## src/rtl/pu_datapath_param.sv

```systemverilog
// Parameterised processing-unit datapath: register file, PC, IR, address and Y
// registers, ALU with registered flags, and a memory-stall detector with sticky timeout.
module pu_datapath_param #(
  parameter int unsigned DATAWIDTH   = 8,
  parameter int unsigned NUM_REGS    = 4,
  parameter int unsigned OPCODE_SIZE = 4,
  parameter int unsigned TIMEOUT     = 15
) (
  input  logic                          clk,
  input  logic                          clr,
  input  logic [DATAWIDTH-1:0]          mem_word,
  input  logic                          mem_valid,
  input  logic                          ld_reg,
  input  logic [$clog2(NUM_REGS)-1:0]   reg_wr_sel,
  input  logic [$clog2(NUM_REGS+1)-1:0] sel_bus1,
  input  logic [1:0]                    sel_bus2,
  input  logic                          ld_pc,
  input  logic                          inc_pc,
  input  logic                          ld_ir,
  input  logic                          ld_addr,
  input  logic                          ld_y,
  input  logic                          ld_flags,
  input  logic                          clr_err,
  output logic [DATAWIDTH-1:0]          instruction,
  output logic [DATAWIDTH-1:0]          address,
  output logic [DATAWIDTH-1:0]          bus1,
  output logic                          zero_flag,
  output logic                          carry_flag,
  output logic                          neg_flag,
  output logic                          stall,
  output logic                          bus_err
);

  localparam int unsigned RSW  = $clog2(NUM_REGS);
  localparam int unsigned CNTW = 8;
  localparam logic [CNTW-1:0] TO_CNT = CNTW'(TIMEOUT);
  localparam logic [OPCODE_SIZE-1:0] OP_ADD = OPCODE_SIZE'(1);
  localparam logic [OPCODE_SIZE-1:0] OP_SUB = OPCODE_SIZE'(2);
  localparam logic [OPCODE_SIZE-1:0] OP_AND = OPCODE_SIZE'(3);
  localparam logic [OPCODE_SIZE-1:0] OP_NOT = OPCODE_SIZE'(4);
  localparam logic [1:0] B2_ALU  = 2'd0;
  localparam logic [1:0] B2_BUS1 = 2'd1;
  localparam logic [1:0] B2_MEM  = 2'd2;

  logic [DATAWIDTH-1:0]   regs [NUM_REGS];
  logic [DATAWIDTH-1:0]   pc;
  logic [DATAWIDTH-1:0]   y_reg;
  logic [DATAWIDTH-1:0]   bus2;
  logic [DATAWIDTH-1:0]   alu_res;
  logic [OPCODE_SIZE-1:0] opcode;
  logic                   alu_carry;
  logic                   alu_zero;
  logic                   alu_neg;
  logic [CNTW-1:0]        stall_cnt;
  logic                   err_set;

  assign opcode = instruction[DATAWIDTH-1 -: OPCODE_SIZE];

  // bus1: register file, then PC, out-of-range selects read as zero
  always_comb begin
    bus1 = '0;
    if (32'(sel_bus1) < NUM_REGS) begin
      bus1 = regs[RSW'(sel_bus1)];
    end else if (32'(sel_bus1) == NUM_REGS) begin
      bus1 = pc;
    end
  end

  always_comb begin
    bus2 = '0;
    case (sel_bus2)
      B2_ALU:  bus2 = alu_res;
      B2_BUS1: bus2 = bus1;
      B2_MEM:  bus2 = mem_word;
      default: bus2 = '0;
    endcase
  end

  // ALU: A = bus1, B = Y; carry is carry-out for ADD and borrow for SUB
  always_comb begin
    alu_res   = '0;
    alu_carry = 1'b0;
    case (opcode)
      OP_ADD:  {alu_carry, alu_res} = {1'b0, bus1} + {1'b0, y_reg};
      OP_SUB: begin
        alu_res   = bus1 - y_reg;
        alu_carry = (bus1 < y_reg);
      end
      OP_AND:  alu_res = bus1 & y_reg;
      OP_NOT:  alu_res = ~bus1;
      default: alu_res = '0;
    endcase
    alu_zero = (alu_res == '0);
    alu_neg  = alu_res[DATAWIDTH-1];
  end

  assign stall   = (sel_bus2 == B2_MEM) && !mem_valid &&
                   (ld_reg || ld_pc || ld_ir || ld_addr || ld_y);
  assign err_set = stall && (stall_cnt >= TO_CNT - CNTW'(1));

  // Architectural state; everything holds while waiting on memory
  always_ff @(posedge clk or negedge clr) begin
    if (!clr) begin
      regs        <= '{default: '0};
      pc          <= '0;
      y_reg       <= '0;
      instruction <= '0;
      address     <= '0;
      zero_flag   <= 1'b0;
      carry_flag  <= 1'b0;
      neg_flag    <= 1'b0;
    end else if (!stall) begin
      if (ld_reg && (32'(reg_wr_sel) < NUM_REGS)) regs[reg_wr_sel] <= bus2;
      if (ld_pc) begin
        pc <= bus2;
      end else if (inc_pc) begin
        pc <= pc + DATAWIDTH'(1);
      end
      if (ld_ir)   instruction <= bus2;
      if (ld_addr) address     <= bus2;
      if (ld_y)    y_reg       <= bus2;
      if (ld_flags) begin
        zero_flag  <= alu_zero;
        carry_flag <= alu_carry;
        neg_flag   <= alu_neg;
      end
    end
  end

  // Stall timeout: saturating counter, sticky error with set over clear
  always_ff @(posedge clk or negedge clr) begin
    if (!clr) begin
      stall_cnt <= '0;
      bus_err   <= 1'b0;
    end else begin
      if (!stall) begin
        stall_cnt <= '0;
      end else if (stall_cnt < TO_CNT) begin
        stall_cnt <= stall_cnt + CNTW'(1);
      end
      if (err_set) begin
        bus_err <= 1'b1;
      end else if (clr_err) begin
        bus_err <= 1'b0;
      end
    end
  end

endmodule

```

## config.mk

```make
export PLATFORM = sky130hd
export DESIGN_NAME = pu_datapath_param
export DESIGN_NICKNAME = d
export VERILOG_FILES = /design/src/rtl/pu_datapath_param.sv
export SDC_FILE = /design/constraint.sdc
export NUM_CORES = 1
export LEC_CHECK = 0
export ABC_AREA = 1
export CORE_UTILIZATION = 50
export CTS_CLUSTER_DIAMETER = 30
export DETAILED_ROUTE_END_ITERATION = 10
export PLACE_DENSITY_LB_ADDON = 0.25
export SETUP_SLACK_MARGIN = 0.4
export SLEW_MARGIN = 20
export SYNTH_ARGS = -nofsm -noshare
export SYNTH_HDL_FRONTEND = slang
export SYNTH_SLANG_ARGS = --single-unit
```

## constraint.sdc

```tcl
create_clock -name clk -period 5.2 [get_ports clk]
set_input_delay 0.78 -clock clk [delete_from_list [all_inputs] [get_ports clk]]
set_output_delay 0.78 -clock clk [all_outputs]
set_load 0.01 [all_outputs]
```

After elaboration in Yosys (flattened, before gate mapping)
Index checks and enable logic that the tools add are counted.

Register bits after elaboration: 76. Input bits: 26. Output and inout port bits: 29. Logic and storage cells: 73.

Add/subtract/negate cells: 4. Order comparisons: 7. Equality and inequality tests: 8. Mux-type cells: 17. Bitwise gates (word level): 5. Reductions and logical operators: 19.

Operators with widths (count): $mux 8 (9); $bwmux 32 (1); $pmux 8 s4 (1); $pmux 8 s3 (1); $add 8x1->8 const B (2); $bmux 8 s2 (1); $demux 8 s2 (1); $reduce_and 2->1 (6); $add 8x8->9 (1); $and 8x8->8 (1); $eq 4x2->1 const B (2); $ge 8x4->1 const B (1); $logic_not 8->1 (1); $lt 8x4->1 const B (1); $lt 8x8->1 (1); $not 8->8 (1); $sub 8x8->8 (1); $ge 3x3->1 const B (2); $not 2->3 (2); $eq 4x1->1 const B (1); $eq 4x3->1 const B (1); $logic_and 1x1->1 (4); $logic_or 1x1->1 (4); $reduce_bool 2->1 (2); 11 further kinds (12).

Longest topological paths before layout
Gate-level depths: netlist of the first run.

Depth in word-level cells: 9. Depth in mapped cells: 22. Mapped depth without buffers: 20.

Worst setup path before layout of the first run
OpenSTA, ideal clock, no wires.

Path kind: input to register. From: input port sel_bus1[0]. To: register pc[2]. Setup time: 0.125 ns. Arrival: 2.937 ns. Required time: 5.075 ns. Setup slack: 2.137 ns. Stages on the path: 17. Path buffers: 2. Cell sequence: buf_6 buf_4 nand2_1 nand3_1 nand3_1 nand2_1 inv_1 ha_1 inv_1 fa_1 or2_2 nand3_1 nand3_1 nand2_1 nand2_2 o21ai_0 o21ai_1.

Cells in the longest elaborated chain, start to end: 9. Elaborated cells on any way between the ends: 15. Classes of those cells: add/sub (2); order compare (1); eq/ne (1); mux (8); bitwise (3).

RTL lines: start: declaration (RTL line 15) `input logic [$clog2(NUM_REGS+1)-1:0] sel_bus1,`; $not 2->3 (not written as such) (RTL line 63) `bus1 = regs[RSW'(sel_bus1)];`; $bmux 8 s2 (RTL line 63); $mux 8 (not written as such) (2 in series) (RTL line 63); $mux 8 * (RTL line 62) `if (32'(sel_bus1) < NUM_REGS) begin`; named net bus1[0] (RTL line 26) `output logic [DATAWIDTH-1:0] bus1,`; $sub 8x8->8 / $add 8x8->9 (equally long branches) (RTL line 86, 84); $pmux 8 s4 * (RTL line 83) `case (opcode)`; $pmux 8 s3 * (RTL line 71) `case (sel_bus2)`; $mux 8 * (RTL line 114) `if (ld_pc) begin`; end signal: assignment (RTL line 115) `pc <= bus2;`; end signal: assignment (RTL line 117) `pc <= pc + DATAWIDTH'(1);`; end: declaration (RTL line 46) `logic [DATAWIDTH-1:0] pc;`.

The timed path passes the listed nets; every way through them passes the cells marked *. The select of a mux whose other input is x is not followed. A chain may end at the register's enable or synchronous reset.

Worst setup path after layout of the first run
From: input port sel_bus1[0]. To: register y_reg[6].

Cells in the longest elaborated chain, start to end: 8. Elaborated cells on any way between the ends: 14. Classes of those cells: add/sub (2); order compare (1); eq/ne (1); mux (7); bitwise (3).

RTL lines: $not 2->3 (not written as such) (RTL line 63); $bmux 8 s2 (RTL line 63); $mux 8 (not written as such) (2 in series) (RTL line 63); $mux 8 * (RTL line 62); $sub 8x8->8 (tied with other cells) (RTL line 86) `alu_res = bus1 - y_reg;`; $pmux 8 s4 (RTL line 83); $pmux 8 s3 * (RTL line 71); end signal: assignment (RTL line 121) `if (ld_y) y_reg <= bus2;`; end: declaration (RTL line 47) `logic [DATAWIDTH-1:0] y_reg;`.

Mark *: on every way between the ends. The rest lies on a longest branch, timed or not. The select of a mux whose other input is x is not followed.

==> results of run 1 <==
==> Yosys cell counts (all sizes together) <==
library cell and number:
a211oi 1, a21oi 20, a22oi 9, a31oi 16, buf 9, clkbuf 1, dfrtp 76, fa 2
ha 21, inv 73, nand2 243, nand3 66, nand3b 4, nand4 3, nor2 50, nor3 10
nor4 1, o211ai 1, o21ai 32, o21bai 1, o22ai 2, or2 2, xnor2 2, xor2 1
==> where the power goes <==
part	leakage, nW	internal (mW)	total (mW)	switching [mW]
clock network	0.0848	0.178	0.420	0.241
registers	0.983	0.684	0.758	0.0733
logic	1.70	0.237	0.611	0.374
total	2.76	1.10	1.79	0.689
==> metal layers <==
layer  vias to the layer above  wire length, um  GRT usage (%)
met1                      2134             6060           41.3
met3                        23             1110           5.41
li1                       2197                -              -
met2                       195             5750           43.1
met5                         -                0              0
met4                         0              284           10.4
==> worst min-delay path, delay by kind of cell (launching register included) <==
| kind | cells | cell delay, ns |
|---|---|---|
| DFF | 1 | 0.35 |
| and+or+nand+nor | 2 | 0.11 |
==> logic make-up (layout without fill, tap and decap cells) <==
family / Yosys count / in the layout / share of synthesized area [%]
xor+xnor: 3 / 3 / 0.550
compound gates: 82 / 82 / 10.6
buf+inv: 83 / 143 / 7.49
simple gates: 379 / 379 / 35.2
flops: 76 / 76 / 39.8
fa+ha+maj: 23 / 23 / 6.34
==> cell type report <==
cell class | instances | area, sq um | share of cell area, %
clock inverter | 6 | 48.8 | 0.874
clock buffer | 10 | 128 | 2.29
inverter | 73 | 292 | 5.22
timing repair buffer | 54 | 538 | 9.63
multi-input combinational | 487 | 2510 | 45.0
sequential | 76 | 1900 | 34.1
tap | 129 | 161 | 2.89
==> worst paths after layout <==
path	from	to	slack (ns)	cells after the start
min in group asynchronous	clr	regs[23]	0.56	1
min reg2reg	regs[7]	regs[7]	0.48	2
max in group asynchronous	clr	y_reg[5]	4.01	1
max reg2reg	regs[16]	y_reg[6]	2.36	17
min	regs[7]	regs[7]	0.48	2
max	sel_bus1[0]	y_reg[6]	1.18	19
==> results.md, run 1 <==
- Status: finished clean
- Cell Count, Final, Fillers Out: 835
- Worst-path clk slew: 0.09 ns
- Vias in the first global route: 4218
- DRT iter0 DRCs: 356
- Final WS setup: 1.18 ns
- RSZ-0062 raised after global routing: false
- CP cell instances: clkdlybuf4s50_1 -> inv_4 -> nand2_1 -> nand3_1 -> nand3_1 -> nand2_1 -> ha_1 -> fa_1 -> inv_1 -> o21ai_0 -> nand3_1 -> nand2_1 -> nand2_1 -> nand3_1 -> nand3_1 -> nand2_2 -> nand2_2 -> nand2_1 -> o21ai_1
- ANT nets after route: 0
- Initial antenna violation count: 0
- Final period utilization: 77.3%
- Worst slew pin tran: 0.956 ns
- Share of cells above drive strength 1: 8.22%
- Final hold vios: 0
- IR drop worst, VDD: 202 uV
- First-pass GRT wire length: 21600 um
- IO Port Bufs: 54
- Worst Hold Class: flop to flop
- WL/cell: 15.8 um
- Syn-to-layout area delta: 17.0%
- DP Area: 5410 sq um
- Maximum clock path buffer count: 2
- Max reg flops: 32
- Die Y: 99.7 um
- Cell accounting for the most synthesized area: dfrtp_1
- Total power: 1.79 mW
- Max Freq: 249 MHz
- Synth Warn #: 0
- Placed cells: 819
- Min Tclk post-route: 4.02 ns
- TritonRoute pass-1 iters: 5
- Residual DRC: 0
- Pin count of the biggest net entering global routing: 77
- Hold WS: 0.485 ns
- Total Wirelength: 13200 um
- Netlist cell types: 40
- Mapped Cells: 646
- # IOs: 55
- # fillers: 840
- Max-Cap Viols: 0
- Total CTS buffers: 9
- Largest stage delay, worst path: 0.95 ns
- Pre-CTS setup slack: 0.893 ns
- Crit path max fanout: 18
- Cts repair resizes: 0
- Hpwl dp: 9980 um
- CTS sink count: 76
- Most frequent cells in the layout: 233 x nand2_1, 76 x dfrtp_1, 66 x nand3_1
- Setup_tns: 0 ns
- Post-Syn Area: 4770 sq um
- Commonest non-fill, non-tap cell in the layout: nand2_1
- Net count, final: 750
- Design Area, Final: 5580 sq um
- GRT Residual Overflow: 0
- CP Class: input pin to flop
- Routability cong.: 0.953
- CP arrival: 4.30 ns
- Antenna cells: 0
- Leakage: 2.76 nW
- Clk_skew: 0.0204 ns
- Area of the die: 9940 sq um
- Required @ worst endpoint: 5.48 ns
- Max Slew Vio Count: 0
- Vias per cell: 5.45
- Core box area: 9240 sq um
- CP endpoint kind: flop
- Buffer count from post-CTS setup fixing: 0
- Starting Density: 51.7%
- Synth area leaders: dfrtp_1 40%, nand2_1 18%, nand3_1 6.9%, ha_1 5.5%, inv_1 4.9%
- Crit path launch type: input pin
- Sequential area share after synthesis: 39.8%
- Critical path's slowest cell: clkdlybuf4s50_1
- Net Count, Synth: 695
- Syn_area_per_cell: 7.39 sq um
- FF+latch count, synth: 76
- DR vias: 4549
- CTS Hold Bufs: 0
- Buf+Inv Stages, Crit Path: 3
- Top-area cell type share of the netlist area: 39.8%
- Fin util: 60.4%
- Pwr Density: 320 nW/um^2
- Die width: 99.7 um
- Biggest register: regs
- Total GRT Usage: 28.7%
- CTS tree: built
- Root Buffer: clkbuf_8
- Total number of H-tree levels: 3
- Rel. slew slack: 36.2%
- Rows: 35
- Final setup viols: 0
- Clk_lat worst skew: 0.36 ns
- Crit-path leading delay family: simple AND/OR/NAND/NOR gates
Note: power is estimated with default switching activity, not from simulation.
==> inputs of run 2 (changes only) <==
- clock period: 5.2 -> 3.47 ns (I/O delays scaled with it)
==> results.md, run 2 (synthesis results as in run 1) <==
- Pwr Density: 483 nW/um^2 (+51%)
- Crit path max fanout: 11 (-7)
- Syn-to-layout area delta: 26.4%
- Worst-path clk slew: 0.08 ns (about the same)
- Vias in the first global route: 4228 (+0.24%)
- CP Class: input pin to primary output
- Total power: 2.92 mW (+63%)
- DRT iter0 DRCs: 372 (+4.5%)
- Starting Density: 51.7% (unchanged)
- Design Area, Final: 6040 sq um (+8.1%)
- CTS sink count: 76 (unchanged)
- Comb pwr share: 35.7% (+1.5 points)
- Critical path's slowest cell: clkdlybuf4s50_1
- Largest stage delay, worst path: 0.54 ns (-0.41 ns)
- WL/cell: 16.3 um (+3.0%)
- Total CTS buffers: 9 (unchanged)
- Most frequent cell on the critical path: clkdlybuf4s50_1
- CTS tree: built
- Initial antenna violation count: 0 (unchanged)
- Residual DRC: 0 (unchanged)
- Setup_tns: 0 ns (unchanged)
- Final hold vios: 0 (unchanged)
- Total Wirelength: 14200 um (+7.8%)
- # IOs: 55 (unchanged)
- Total number of H-tree levels: 3 (unchanged)
- Core box area: 9240 sq um (unchanged)
- Die width: 99.7 um (unchanged)
- Maximum clock path buffer count: 2 (unchanged)
- CP endpoint kind: primary output
- Rows: 35 (unchanged)
- ANT nets after route: 0 (unchanged)
- Most frequent cells in the layout: 228 x nand2_1, 76 x dfrtp_1, 65 x nand3_1
- Root Buffer: clkbuf_8
- Max-Cap Viols: 0 (unchanged)
- Vias per cell: 5.39 (-0.98%)
- IO Port Bufs: 54 (unchanged)
- Hpwl dp: 10700 um (+7.4%)
- Net count, final: 790 (+5.3%)
- Routability cong.: 0.973 (+2.1%)
- CTS Hold Bufs: 0 (unchanged)
- GRT Residual Overflow: 0 (unchanged)
- Max reg flops: 32 (unchanged)
- Worst Hold Class: input pin to async pin
- Register-to-register setup slack: 0.88 ns (-1.48 ns)
- Antenna cells: 0 (unchanged)
- Clock power share: 25.5% (+2.0 points)
- Min Tclk post-route: 2.83 ns
- Worst R2R End: zero_flag
- CP arrival: 2.31 ns (-1.99 ns)
- Final period utilization: 81.7%
- Final setup viols: 0 (unchanged)
- First-pass GRT wire length: 22400 um (+3.7%)
- Area of the die: 9940 sq um (unchanged)
- Sequential share of power: 38.8% (-3.6 points)
- RSZ-0062 raised after global routing: false
- Pin count of the biggest net entering global routing: 77 (unchanged)
- Commonest non-fill, non-tap cell in the layout: nand2_1
- TritonRoute pass-1 iters: 6 (+1)
- DP Area: 5680 sq um (+5.0%)
- Total GRT Usage: 29.7% (+1.1 points)
- Clk_lat worst skew: 0.35 ns (about the same)
- Required @ worst endpoint: 2.95 ns (-2.53 ns)
- IR drop worst, VDD: 262 uV (+30%)
- P_int: 1.89 mW (+72%)
- Max Freq: 353 MHz
- Biggest register: regs
- Sw power: 1.03 mW (+50%)
- Leakage: 3.03 nW (+9.7%)
- Sw frac: 35.3% (-3.2 points)
- Die Y: 99.7 um (unchanged)
- Rel. slew slack: 35.0% (-1.2 points)
- DR vias: 4715 (+3.6%)
- Worst r2r src: regs[0]
- Clk_skew: 0.00744 ns (-0.0130 ns)
- CP cell instances: clkdlybuf4s50_1 -> buf_4 -> inv_1 -> nand3_1 -> nand2_4 -> inv_4 -> clkdlybuf4s50_1
- Crit path launch type: input pin
- Max Slew Vio Count: 0 (unchanged)
- Share of cells above drive strength 1: 14.5% (+6.3 points)
- Status: finished clean
- R2R depth: 15 (-2)
- Worst slew pin tran: 0.974 ns (+0.0179 ns)
run 2: changes by cell type in the layout (fill, tap and decap cells not counted), moves of 3 or more:
cell | before | now
buf_4 | 1 | 38
clkdlybuf4s50_1 | 53 | 50
ha_1 | 21 | 18
nand2_4 | 1 | 6
nand2_1 | 233 | 228
run 2: power by group through the flow:
stage | registers [mW] | clock network (mW) | logic [mW]
finish | 1.13 | 0.744 | 1.04
global route | 1.15 | 0.789 | 1.14
CTS | 1.13 | 0.752 | 0.993
detailed placement | 1.14 | 0 | 0.983
global placement | 1.14 | 0 | 0.963
floorplan | 1.13 | 0 | 0.572
run 2: layout make-up:
class	instances	area, sq um
inverter	73	294
timing repair buffer	94	876
clock inverter	4	73.8
sequential	76	1900
clock buffer	11	141
tap	129	161
fill	801	3200
multi-input combinational	487	2590
run 2: how the worst max path moves through the flow:
stage                           start  endpoint  slack [ns]
after floorplan           sel_bus1[0]     pc[2]        0.67
after global placement    sel_bus1[1]  y_reg[7]        0.02
after detailed placement  sel_bus1[0]  regs[30]       -0.05
after CTS                 sel_bus1[0]  regs[30]        0.39
after global routing      sel_bus1[1]  y_reg[7]        0.40
final                           ld_pc     stall        0.64
run 2: what timing repair did:
item / 4_1_cts / 5_1_grt
cloned: 0 / 1
buffers inserted: 0 / 5
endpoints found under the setup margin: 13 / 58
gates resized for setup: 6 / 18
pin swaps: 1 / 7
run 2: routing by layer:
metal  vias up  share of wire, %  track usage, %  wire length, um
met1      2227                46            44.7             6480
met5         -                 0               0                0
met3        12               7.5            4.78             1060
met2       191                46            45.1             6540
met4         0               1.0            6.45              147
li1       2285                 -               -                -
run 2: metrics by stage:
stage	hold WS (ns)	util [%]	cells	worst slack, ns
after floorplan	0.225	-	646	0.667
after detailed placement	0.462	61.4	853	-0.0540
final	0.326	65.3	874	0.635
after global placement	0.461	61.4	853	0.0223
after global routing	0.407	65.3	874	0.405
after CTS	0.366	64.0	868	0.390
run 2: critical path: cells and delay by family:
family / cells / cell delay (ns)
buffers and inverters: 5 / 1.47
AND/OR/NAND/NOR: 2 / 0.31
